<file path="src/rtl/round_timer_if.sv">
// Signal bundle between the game FSM / tick generator side and the round timer.
// The master side drives the control pulses and the budget; the slave side is the timer.
interface round_timer_if;
    logic       Start;
    logic       Pause;
    logic       Answer;
    logic [6:0] LoadSecs;
    logic       HundredMS;
    logic       TickEnable;
    logic [6:0] Secs;
    logic [3:0] Tenths;
    logic       Running;
    logic       Warning;
    logic       TimeUp;
    logic       Done;

    modport master (
        output Start, Pause, Answer, LoadSecs, HundredMS,
        input  TickEnable, Secs, Tenths, Running, Warning, TimeUp, Done
    );

    modport slave (
        input  Start, Pause, Answer, LoadSecs, HundredMS,
        output TickEnable, Secs, Tenths, Running, Warning, TimeUp, Done
    );
endinterface

</file>
<file path="src/rtl/round_timer_ctrl.sv">
// Countdown controller for one game round. Loads a budget in whole seconds,
// counts 100 ms ticks down to 0.0 while running, and reports remaining time,
// a low-time warning, a timeout pulse and a round-finished level.
module round_timer_ctrl #(
    parameter int MAX_SECS    = 99,
    parameter int WARN_TENTHS = 50
) (
    input logic          Clock,
    input logic          Reset,
    round_timer_if.slave tmr
);

    typedef enum logic [2:0] {
        IDLE   = 3'd0,
        RUN    = 3'd1,
        PAUSE  = 3'd2,
        STOP   = 3'd3,
        EXPIRE = 3'd4
    } state_t;

    localparam logic [6:0]  MAX_SECS_W = 7'(MAX_SECS);
    localparam logic [10:0] WARN_W     = 11'(WARN_TENTHS);

    state_t      state;
    state_t      state_nxt;
    logic [6:0]  secs;
    logic [6:0]  secs_nxt;
    logic [3:0]  tenths;
    logic [3:0]  tenths_nxt;
    logic        timeup;
    logic        timeup_nxt;
    logic [10:0] remain;

    // Budget saturation: above MAX_SECS clamps down, and a zero budget becomes
    // one second so a started round always has something to count.
    function automatic logic [6:0] clamp_load(input logic [6:0] ld);
        logic [6:0] r;
        if (ld == 7'd0)
            r = 7'd1;
        else if (ld > MAX_SECS_W)
            r = MAX_SECS_W;
        else
            r = ld;
        return r;
    endfunction

    // Remaining time in tenths; 11 bits covers 99.9 s with headroom.
    function automatic logic [10:0] to_tenths(input logic [6:0] s, input logic [3:0] t);
        return (11'(s) * 11'd10) + 11'(t);
    endfunction

    // State register and timeout flag.
    always_ff @(posedge Clock) begin
        if (!Reset) begin
            state  <= IDLE;
            timeup <= 1'b0;
        end else begin
            state  <= state_nxt;
            timeup <= timeup_nxt;
        end
    end

    // Remaining-time registers.
    always_ff @(posedge Clock) begin
        if (!Reset) begin
            secs   <= 7'd0;
            tenths <= 4'd0;
        end else begin
            secs   <= secs_nxt;
            tenths <= tenths_nxt;
        end
    end

    // Next-state and next-count decode; Start overrides everything, then
    // Answer, then Pause, and a tick only counts when nothing else happened.
    always_comb begin
        state_nxt  = state;
        secs_nxt   = secs;
        tenths_nxt = tenths;
        timeup_nxt = 1'b0;

        if (tmr.Start) begin
            state_nxt  = RUN;
            secs_nxt   = clamp_load(tmr.LoadSecs);
            tenths_nxt = 4'd0;
        end else begin
            case (state)
                RUN: begin
                    if (tmr.Answer) begin
                        state_nxt = STOP;
                    end else if (tmr.Pause) begin
                        state_nxt = PAUSE;
                    end else if (tmr.HundredMS) begin
                        // The zero check comes before any borrow so secs can
                        // never wrap below zero.
                        if (secs == 7'd0 && tenths <= 4'd1) begin
                            state_nxt  = EXPIRE;
                            secs_nxt   = 7'd0;
                            tenths_nxt = 4'd0;
                            timeup_nxt = 1'b1;
                        end else if (tenths != 4'd0) begin
                            tenths_nxt = tenths - 4'd1;
                        end else begin
                            tenths_nxt = 4'd9;
                            secs_nxt   = secs - 7'd1;
                        end
                    end
                end
                PAUSE: begin
                    if (tmr.Answer)
                        state_nxt = STOP;
                    else if (tmr.Pause)
                        state_nxt = RUN;
                end
                default: begin
                    // IDLE, STOP and EXPIRE hold until the next Start.
                end
            endcase
        end
    end

    // Output decode straight from the registers, so TickEnable follows the
    // state register and a late generator tick after leaving RUN is ignored.
    always_comb begin
        remain          = to_tenths(secs, tenths);
        tmr.TickEnable  = (state == RUN);
        tmr.Running     = (state == RUN) || (state == PAUSE);
        tmr.Done        = (state == STOP) || (state == EXPIRE);
        tmr.Warning     = tmr.Running && (remain <= WARN_W);
        tmr.TimeUp      = timeup;
        tmr.Secs        = secs;
        tmr.Tenths      = tenths;
    end

endmodule
</file>
<file path="src/flat_wrapper.sv">
// flat-port wrapper written by rule: the top's interface ports become plain ports
module round_timer_ctrl_flat 
#(
    parameter int MAX_SECS    = 99,
    parameter int WARN_TENTHS = 50
)
  (Clock, Reset, tmr_Start, tmr_Pause, tmr_Answer, tmr_LoadSecs, tmr_HundredMS, tmr_TickEnable, tmr_Secs, tmr_Tenths, tmr_Running, tmr_Warning, tmr_TimeUp, tmr_Done);
  round_timer_if tmr_i ();
  input logic Clock;
  input logic Reset;
  input wire logic [$bits(tmr_i.Start)-1:0] tmr_Start;
  input wire logic [$bits(tmr_i.Pause)-1:0] tmr_Pause;
  input wire logic [$bits(tmr_i.Answer)-1:0] tmr_Answer;
  input wire logic [$bits(tmr_i.LoadSecs)-1:0] tmr_LoadSecs;
  input wire logic [$bits(tmr_i.HundredMS)-1:0] tmr_HundredMS;
  output wire logic [$bits(tmr_i.TickEnable)-1:0] tmr_TickEnable;
  output wire logic [$bits(tmr_i.Secs)-1:0] tmr_Secs;
  output wire logic [$bits(tmr_i.Tenths)-1:0] tmr_Tenths;
  output wire logic [$bits(tmr_i.Running)-1:0] tmr_Running;
  output wire logic [$bits(tmr_i.Warning)-1:0] tmr_Warning;
  output wire logic [$bits(tmr_i.TimeUp)-1:0] tmr_TimeUp;
  output wire logic [$bits(tmr_i.Done)-1:0] tmr_Done;
  assign tmr_i.Start = tmr_Start;
  assign tmr_i.Pause = tmr_Pause;
  assign tmr_i.Answer = tmr_Answer;
  assign tmr_i.LoadSecs = tmr_LoadSecs;
  assign tmr_i.HundredMS = tmr_HundredMS;
  assign tmr_TickEnable = tmr_i.TickEnable;
  assign tmr_Secs = tmr_i.Secs;
  assign tmr_Tenths = tmr_i.Tenths;
  assign tmr_Running = tmr_i.Running;
  assign tmr_Warning = tmr_i.Warning;
  assign tmr_TimeUp = tmr_i.TimeUp;
  assign tmr_Done = tmr_i.Done;
  round_timer_ctrl #(.MAX_SECS(MAX_SECS), .WARN_TENTHS(WARN_TENTHS)) u_core (.Clock(Clock), .Reset(Reset), .tmr(tmr_i));
endmodule
</file>
<file path="config.mk">
export PLATFORM = sky130hd
export DESIGN_NAME = round_timer_ctrl_flat
export DESIGN_NICKNAME = d
export VERILOG_FILES = /design/src/rtl/round_timer_if.sv /design/src/rtl/round_timer_ctrl.sv /design/src/flat_wrapper.sv
export SDC_FILE = /design/constraint.sdc
export NUM_CORES = 1
export LEC_CHECK = 0
export CAP_MARGIN = 5
export CORE_MARGIN = 2
export CORE_UTILIZATION = 51
export DETAILED_ROUTE_END_ITERATION = 8
export PLACE_DENSITY = 0.8
export SLEW_MARGIN = 30
export SYNTH_ARGS = -nofsm -noshare
export SYNTH_HDL_FRONTEND = slang
export SYNTH_SLANG_ARGS = --single-unit
export TNS_END_PERCENT = 1
</file>
<file path="constraint.sdc">
create_clock -name Clock -period 4.09 [get_ports Clock]
set_clock_uncertainty 0.1 [all_clocks]
set_input_delay 0.6135 -clock Clock [delete_from_list [all_inputs] [get_ports Clock]]
set_output_delay 0.6135 -clock Clock [all_outputs]
set_load 0.02 [all_outputs]
</file>
==> results.md <==
* Status: completed
* Crit-path max cell delay at between 400 and 500 ps
* Critical Path Stages at 9
* Crit. End Element: output port
* Drt initial violations at 86
* GR Overflow Total at 0
* # nets final at ~240
* R2R Path Start: u_core.tmr.Secs[0]
* Synth async-reset ratio at 0
* Vias in the first global route at 1319
* CP delay by family, top: adder cells
* Top_reg_cell synth: dfxtp_1
* Die Span Y at roughly 57 um
* Reg2Reg Depth at 7
* Hold_buf cts at 0
* RSZ-0062 raised after global routing: false
* Final cell count without fillers at 238
* Root Buffer: clkbuf_4
* DRT Pass-1 Iters at 4
* Die width at ~57 um
* Hold Crit Start: u_core.tmr.Tenths[1]
* Final Slew Violations at 0
* Hold_ws at about 490 ps
* Final core utilization at 0.661
* TritonCTS clock tree: built
* WHS Endpoint: u_core.tmr.Tenths[1]
* Clock tree buffer depth at 2
* CP Launch Type: flop
* Post-synth net total at slightly above 200
* Routed Antenna Nets at 0
* Vias per Instance at approximately 6.0
* Worst VDD drop at between 150 and 200 uV
* Initial Util at 0.525
* Hold-critical path depth at 2
* DP HPWL at approximately 2800 um
* Final setup violation count at 0
* Initial antenna violation count at 0
* Cell Chain, Critical Path: ha_1, ha_1, fa_1, xor2_2, o2111ai_2, nor3b_1, o22ai_1, a2111oi_2, dlygate4sd2_1
* CTS H-tree lvls at 1
* Critical-path top delay cell: fa_1
* Clk_lat worst skew at roughly 290 ps
* Number of flops mapped to enable cells by yosys at 0
* Total number of vias at 1429
* Max Cap Viol at 0
* Clock Pin Slew Worst Setup and Hold Paths at roughly 100 ps
* Detailed Route WL at about 3500 um
* Share of layout cells above drive strength 1 at 0.0821
* Setup Total Neg Slack at 0 ps
* Cells after synthesis at between 150 and 200
* Hold WC Path Type: flop to flop
* Crit path time final at approximately 3800 ps
* Post-placement cell count at around 230
* Clk sinks at 15
* RR Endpoint: u_core.tmr.Secs[6]
* Leak Pwr at 0.745 nW
* Crit-path max FO at 5
* DRC at 0
* DIE AREA at roughly 3200 um2
* PortBufs at 28
* Register area share after synthesis at 0.213
* I/O pin total at 29
* Period utilisation layout at 0.932
* # diodes at 0
* Syn Area/Cell at 8.06 um2
* Critical path type: flop to output port
* Setup slack, reg-to-reg at roughly 1600 ps
* Largest net degree at the start of global routing at 14
* Per-cell routed wire length at roughly 15 um
* FMAX at 0.262 GHz
* Post-CTS Setup Repair Bufs at 0
* YS warnings at 0
* Final Hold Viols at 0
* FP Rows at 19
* Filler cells at between 200 and 250
* Cell Area, Synth at roughly 1400 um2
* CP Buf/Inv Count at 1
* Worst path most repeated cell: ha_1
* Slew HR at 0.470
* CP Data Required Time at 3380 ps
* Tightest Pin Transition at between 700 and 800 ps
* Core outline area at 2690 um2
* GPL Wtd Cong at around 0.86
* GRT Util Overall at 0.232
* First-pass GRT wire length at 5950 um
* CTS buffer count at 3
* Area Overhead vs Synth at 25.9%
* Worst Path Arrival at approximately 3100 ps
* Cell variety after synth at 48
* Power Density at ~260 nW/um2
* FF+latch count, synth at 15
stage by stage:
stage | area [um2] | power, mW | setup WS [ps]
2_1_floorplan | 1410 | 0.299 | 539
3_3_place_gp | 1740 | 0.360 | 303
3_5_place_dp | 1740 | 0.367 | 187
4_1_cts | 1760 | 0.456 | 161
5_1_grt | 1780 | 0.488 | 68.6
6_report | 1780 | 0.458 | 277
cell families (layout without fill, tap and decap cells):
group,Yosys count,count (layout),synth area share
flip-flops,15,15,0.213
adder cells (fa/ha/maj),16,16,0.153
XOR/XNOR,8,8,0.0497
AO/OA/AOI/OAI,51,51,0.249
buffers and inverters,13,45,0.0408
AND/OR/NAND/NOR,69,69,0.273
multiplexers,3,3,0.0213
worst min-delay path: cells and delay by family, from the launching register on:
kind            cells  cell delay (ps)
compound gates      2              170
flops               1              390
area by class of cell:
type                       count  area [um2]  share of cell area
multi-input combinational    147        1070               0.600
timing repair buffer          32         309               0.174
sequential                    15         300               0.169
tap                           31        38.8              0.0218
inverter                       9        33.8              0.0190
clock buffer                   3        22.5              0.0127
clock inverter                 1        5.00             0.00282
synth_stat cells (2+ instances only):
| library cell | instances | share of area |
|---|---|---|
| or3_1 | 4 | 0.018 |
| xor2_1 | 5 | 0.031 |
| nor2_1 | 17 | 0.045 |
| clkbuf_1 | 2 | 0.0053 |
| o21a_1 | 2 | 0.011 |
| inv_1 | 9 | 0.024 |
| a21boi_0 | 2 | 0.011 |
| o211a_1 | 3 | 0.021 |
| nor4_1 | 2 | 0.0089 |
| a21oi_1 | 10 | 0.035 |
| nor3b_1 | 3 | 0.016 |
| dfxtp_1 | 15 | 0.21 |
| o311ai_0 | 2 | 0.012 |
| o21ai_0 | 14 | 0.050 |
| mux2i_1 | 3 | 0.021 |
| nor3_1 | 6 | 0.021 |
| nand2b_1 | 4 | 0.018 |
| nor2b_1 | 5 | 0.022 |
| o2111ai_1 | 2 | 0.012 |
| xnor2_1 | 3 | 0.019 |
| nand3b_1 | 2 | 0.011 |
| nand2_1 | 11 | 0.029 |
| a31oi_1 | 3 | 0.013 |
| o2bb2ai_1 | 2 | 0.012 |
| fa_1 | 2 | 0.028 |
| nand3_1 | 7 | 0.025 |
| ha_1 | 14 | 0.12 |
metal layers:
metal | GRT usage | wire (um) | vias up | share of wire
li1 | - | - | 714 | -
met1 | 0.300 | 1570 | 658 | 0.45
met2 | 0.379 | 1610 | 48 | 0.46
met3 | 0.0461 | 222 | 9 | 0.064
met4 | 0.0884 | 63 | 0 | 0.018
met5 | 0 | 0 | - | 0
worst max-delay path by stage:
stage             endpoint  slack [ps]               start
4_1_cts        tmr_Warning         160  u_core.tmr.Secs[1]
2_1_floorplan  tmr_Warning         540  u_core.tmr.Secs[3]
6_report       tmr_Warning         280  u_core.tmr.Secs[1]
5_1_grt        tmr_Warning          70  u_core.tmr.Secs[1]
3_5_place_dp   tmr_Warning         190  u_core.tmr.Secs[1]
3_3_place_gp   tmr_Warning         300  u_core.tmr.Secs[1]
state kept, by name, summed over array words and instances (netlist names):
name / flops
u_core.tmr.Secs: 7
u_core.state: 3
u_core.tmr.Tenths: 4
u_core.tmr.TimeUp: 1
placed cells by master (no fill, tap or decap), types with 3 or more instances in the layout:
master           instances
nand2b_1                 4
nor2_1                  17
nand3_1                  7
clkbuf_4                 3
o211a_1                  3
buf_4                    4
nor2b_1                  5
xor2_1                   4
ha_1                    14
nor3b_1                  3
mux2i_1                  3
xnor2_1                  3
a31oi_1                  3
a21oi_1                 10
nand2_1                 11
or3_1                    4
dfxtp_1                 15
clkdlybuf4s50_1         27
inv_1                    9
o21ai_0                 14
nor3_1                   6
power by group:
part / leakage (nW) / switching [mW] / internal [mW]
Combinational: 0.605 / 0.113 / 0.0924
Clock: 0.0177 / 0.0534 / 0.0364
Sequential: 0.123 / 0.00937 / 0.154
Total: 0.745 / 0.176 / 0.283
timing repair:
| item | 4_1_cts | 5_1_grt |
|---|---|---|
| setup endpoints to repair | 1 | 1 |
| gates resized for setup | 1 | 2 |
| hold endpoints to repair | 0 | 0 |
| pin swaps | 0 | 0 |
Power figures use the tool's default switching activity.
